--- src/rtl/sipo_buffer.sv ---
// sipo_buffer: assembles K = N/M serial M-bit words into one N-bit block, first word in the MSBs.
// Defining SIPO_BUFFER_OVERRUN_FLAG_EN adds a sticky overrun output.
module sipo_buffer #(
    parameter int N = 1344,
    parameter int M = 64
) (
    input  logic         clk,
    input  logic         rst_n,
    input  logic         clear,
    input  logic         in_valid,
    output logic         in_ready,
    input  logic [M-1:0] in_data,
    output logic         out_valid,
    input  logic         out_ready,
    output logic [N-1:0] out_data
`ifdef SIPO_BUFFER_OVERRUN_FLAG_EN
    ,
    output logic         overrun
`endif
);
    localparam int K  = N / M;
    localparam int CW = $clog2(K + 1);

    typedef enum logic {FILL, FULL} state_t;

    state_t        state_q;
    logic [CW-1:0] cnt_q;
    logic [N-1:0]  data_q;
    logic [N-1:0]  data_d;
    logic          accept;

    // A held block frees its slot in the same cycle it is taken, so the upstream sees no bubble.
    assign in_ready  = (state_q == FILL) || out_ready;
    assign accept    = in_valid && in_ready;
    assign data_d    = {data_q[N-M-1:0], in_data};
    assign out_valid = (state_q == FULL);
    assign out_data  = data_q;

    always_ff @(posedge clk or negedge rst_n) begin
        if (!rst_n) begin
            state_q <= FILL;
            cnt_q   <= '0;
            data_q  <= '0;
        end else if (clear) begin
            state_q <= FILL;
            cnt_q   <= '0;
        end else if (accept) begin
            data_q <= data_d;
            if (state_q == FULL) begin
                state_q <= FILL;
                cnt_q   <= CW'(1);
            end else if (cnt_q == CW'(K - 1)) begin
                state_q <= FULL;
                cnt_q   <= '0;
            end else begin
                cnt_q <= cnt_q + 1'b1;
            end
        end else if (state_q == FULL && out_ready) begin
            state_q <= FILL;
        end
    end

`ifdef SIPO_BUFFER_OVERRUN_FLAG_EN
    logic overrun_q;

    always_ff @(posedge clk or negedge rst_n) begin
        if (!rst_n) begin
            overrun_q <= 1'b0;
        end else if (clear) begin
            overrun_q <= 1'b0;
        end else if (in_valid && !in_ready) begin
            overrun_q <= 1'b1;
        end
    end

    assign overrun = overrun_q;
`endif
endmodule

--- config.mk ---
export PLATFORM = sky130hd
export DESIGN_NAME = sipo_buffer
export DESIGN_NICKNAME = d
export VERILOG_FILES = /design/src/rtl/sipo_buffer.sv
export SDC_FILE = /design/constraint.sdc
export NUM_CORES = 1
export LEC_CHECK = 0
export CORE_AREA = 2 2 558 560
export DETAILED_ROUTE_END_ITERATION = 10
export DIE_AREA = 0 0 560 562
export RECOVER_POWER = 25
export SLEW_MARGIN = 20
export SYNTH_ARGS = -nofsm -noshare
export SYNTH_HDL_FRONTEND = slang
export SYNTH_SLANG_ARGS = --single-unit
--- constraint.sdc ---
create_clock -name clk -period 3.3 [get_ports clk]
set_input_delay 0.33 -clock clk [delete_from_list [all_inputs] [get_ports clk]]
set_output_delay 0.33 -clock clk [all_outputs]
set_load 0.02 [all_outputs]
==> results.md <==
* Largest family of logic cells by synthesized area: multiplexers
* Leading area contributor after synthesis: dfrtp_1
* Nets at 4504
* Die Y at 562 um
* Net Sw Frac at 39.2%
* Seq pwr share at 38.0%
* CTS max path bufs at 4
* Die W at 560 um
* Sw Pwr at 32.5 mW
* Synth area leaders: dfrtp_1 60%, mux2_4 32%, buf_12 4.0%, mux2_2 2.0%, mux2_1 0.92%
* Max-slew violation total from the final report at 75
* Final Hold Vio Count at 0
* Peak supply drop at 0.000582 V
* Fin Setup TNS at 0 ns
* Max-cap violation count at 1
* Area fraction of the dominant cell type after synthesis at 60.1%
* CP bufs+invs at 1
* Crit path largest cell delay at 0.90 ns
* Initial antenna violation count at 28
* CTS tree: done
* Skew-Pair Late Insertion Delay at 0.84 ns
* CP Max Fanout at 3
* Sequential area share after synthesis at 60.1%
* #FFs+latches synth at 1350
* Vias in the first global route at 32800
* Tot Pwr at 82.7 mW
* Clock share of power at 22.4%
* Die area at 315000 um^2
* First-pass GRT wire length at 319000 um
* # IOs at 1415
* Worst Setup Path Type: flip-flop to primary output
* Remaining DRCs at 0
* Post-synthesis xor/xnor area fraction at 0.0312%
* CP required at 2.97 ns
* Met2 usage at 21.6%
* Comb power frac at 39.6%
* CP delay by family, top: buffers and inverters
* Synth Area in Compound Gates at 0.111%
* Syn-to-layout area delta at 41.9%
* Routed vias at 31700
* Core Box Area at 308000 um^2
* Pwr dens at 1040 nW/um^2
* Internal power at 50.2 mW
* Fin crit period at 2.91 ns
* Normalized max-slew margin at -30.6%
* Initial DRC count at 1969
* Final HPWL DP at 196000 um
* Most common cell after layout, fill and taps aside: clkdlybuf4s50_1
* Post-synthesis adder-cell area fraction at 0.0445%
* Root Buffer: clkbuf_16
* Initial Utilization at 18.2%
* Clk sink count at 1350
* Peak Freq at 344 MHz
* Max H-tree Level at 4
* Most frequent cells in the layout: 1413 x clkdlybuf4s50_1, 1350 x dfrtp_1, 1200 x mux2_4, 163 x clkbuf_16, 98 x mux2_2
* Failing checks: capacitance limit, slew limit
* HP Start: in_data[24]
* Post-Syn Area at 56200 um^2
* Worst Setup End Kind: primary output
* Via-to-Cell Ratio at 3.65
* WP data arrival at 2.58 ns
* Status: finished, violations left
* Hold Crit Class: input pin to flip-flop
* RD Place Congestion at 0.898
* CP startpoint kind: flip-flop
* CP startpoint: out_data[685]
* Synth warnings at 0
* Post-CTS Setup Repair Bufs at 0
* Synth Instances at 2871
* Worst Max-Slew Pin Slew at 1.96 ns
* Port bufs at 1414
* Antenna viol nets, final at 0
* Largest net degree at the start of global routing at 110
* Routed WL at 241000 um
* GRT busiest layer: met2
* Gr usage total at 14.7%
* RSZ-0062 raised after global routing: false
* Slowest-stage cell, CP: clkdlybuf4s50_1
* Drt first pass iters at 5
* Fraction of synthesized area in multiplexers at 34.9%
* M1 GR Usage at 20.8%
* Syn_area_per_cell at 19.6 um^2
* Share of cells above drive strength 1 at 36.6%
* Synth unique cells at 25
* Fin crit share at 88.2%
* Global route overflow at 0
* Simple-gate share of the synthesized area at 0.134%
* Critical-path cell list: clkdlybuf4s50_1
* Worst Skew at 0.0771 ns
* Syn nets at 2942
* Lkg Pwr at 35.4 nW
* Wire length per cell at 27.7 um
* Worst r2r src: out_valid
* Utilization after layout at 25.9%
* FP Rows at 204
* Global Route met3 Usage at 4.58%
* CTS clk-pin slew, worst paths at 0.06 ns
* Final setup vio count at 0
* CTS buffer count at 163
==> worst paths after layout <==
path	to	slack (ns)	cells past startpoint
setup / recovery	out_data[685]	0.39	1
hold / removal	out_data[24]	0.11	2
setup reg to reg	out_data[306]	0.91	5
hold reg to reg	out_data[1320]	0.49	1
max in group asynchronous	out_data[904]	0.54	3
min in group asynchronous	out_data[477]	0.62	2
==> registers in the layout, indices dropped and copies added, names as in the netlist <==
signal,flops
out_valid,1
cnt_q,5
out_data,1344
==> through the flow <==
| stage | worst slack, ns | hold WS, ns | area (um^2) | cells |
|---|---|---|---|---|
| floorplan | 1.42 | 0.0344 | 56200 | 2871 |
| global placement | 0.526 | 0.389 | 74400 | 8387 |
| detailed placement | 0.529 | 0.391 | 74400 | 8387 |
| CTS | 0.334 | 0.00377 | 79900 | 8680 |
| global route | 0.215 | 0.0400 | 79700 | 8681 |
| finish | 0.390 | 0.106 | 79800 | 8696 |
==> Yosys cell counts <==
cell       count
and3b_1        1
buf_6         30
ha_1           2
o22ai_1        1
clkbuf_1       2
mux2_2        98
nor3b_1        1
dfrtp_1     1350
buf_2          7
a21o_1         1
a31oi_1        1
o21ai_0        1
or3b_2         1
xor2_1         2
nand3_1        2
o2bb2ai_1      2
buf_12       111
mux2_1        46
mux2_4      1200
nand4b_1       1
nand2b_2       1
a21oi_1        4
inv_1          2
nand2_1        2
nand3b_1       2
==> metal layers <==
metal	share of wire [%]	up-vias
met4	2.4	0
met5	0	-
li1	-	13400
met2	43	1255
met3	7.8	253
met1	47	16800
==> cell families after synthesis <==
kind of cell | after synthesis
multiplexers | 1344
flip-flops | 1350
buffers and inverters | 152
AND/OR/NAND/NOR | 11
XOR/XNOR | 2
adder cells (fa/ha/maj) | 2
AO/OA/AOI/OAI | 10
==> area by class of cell <==
type | instances | area (um^2)
Sequential cell | 1350 | 33800
Fill cell | 31500 | 229000
Tap cell | 4120 | 5150
Clock buffer | 224 | 4590
Timing Repair Buffer | 1547 | 15500
Inverter | 2 | 7.51
Clock inverter | 68 | 911
Antenna cell | 16 | 40.0
Multi-Input combinational cell | 1369 | 19800
==> timing repair <==
action | CTS | global route
gates resized for setup | 0 | 0
hold buffers | 1 | 0
hold endpoints to repair | 75 | 0
==> power by group through the flow <==
stage	logic (mW)	clock network (mW)	registers, mW
after global placement	33.2	0	31.6
after global routing	34.0	19.8	32.2
after CTS	33.4	19.1	31.6
after detailed placement	33.3	0	31.8
after floorplan	9.24	0	33.3
final	32.8	18.5	31.4
Power figures use the tool's default switching activity.
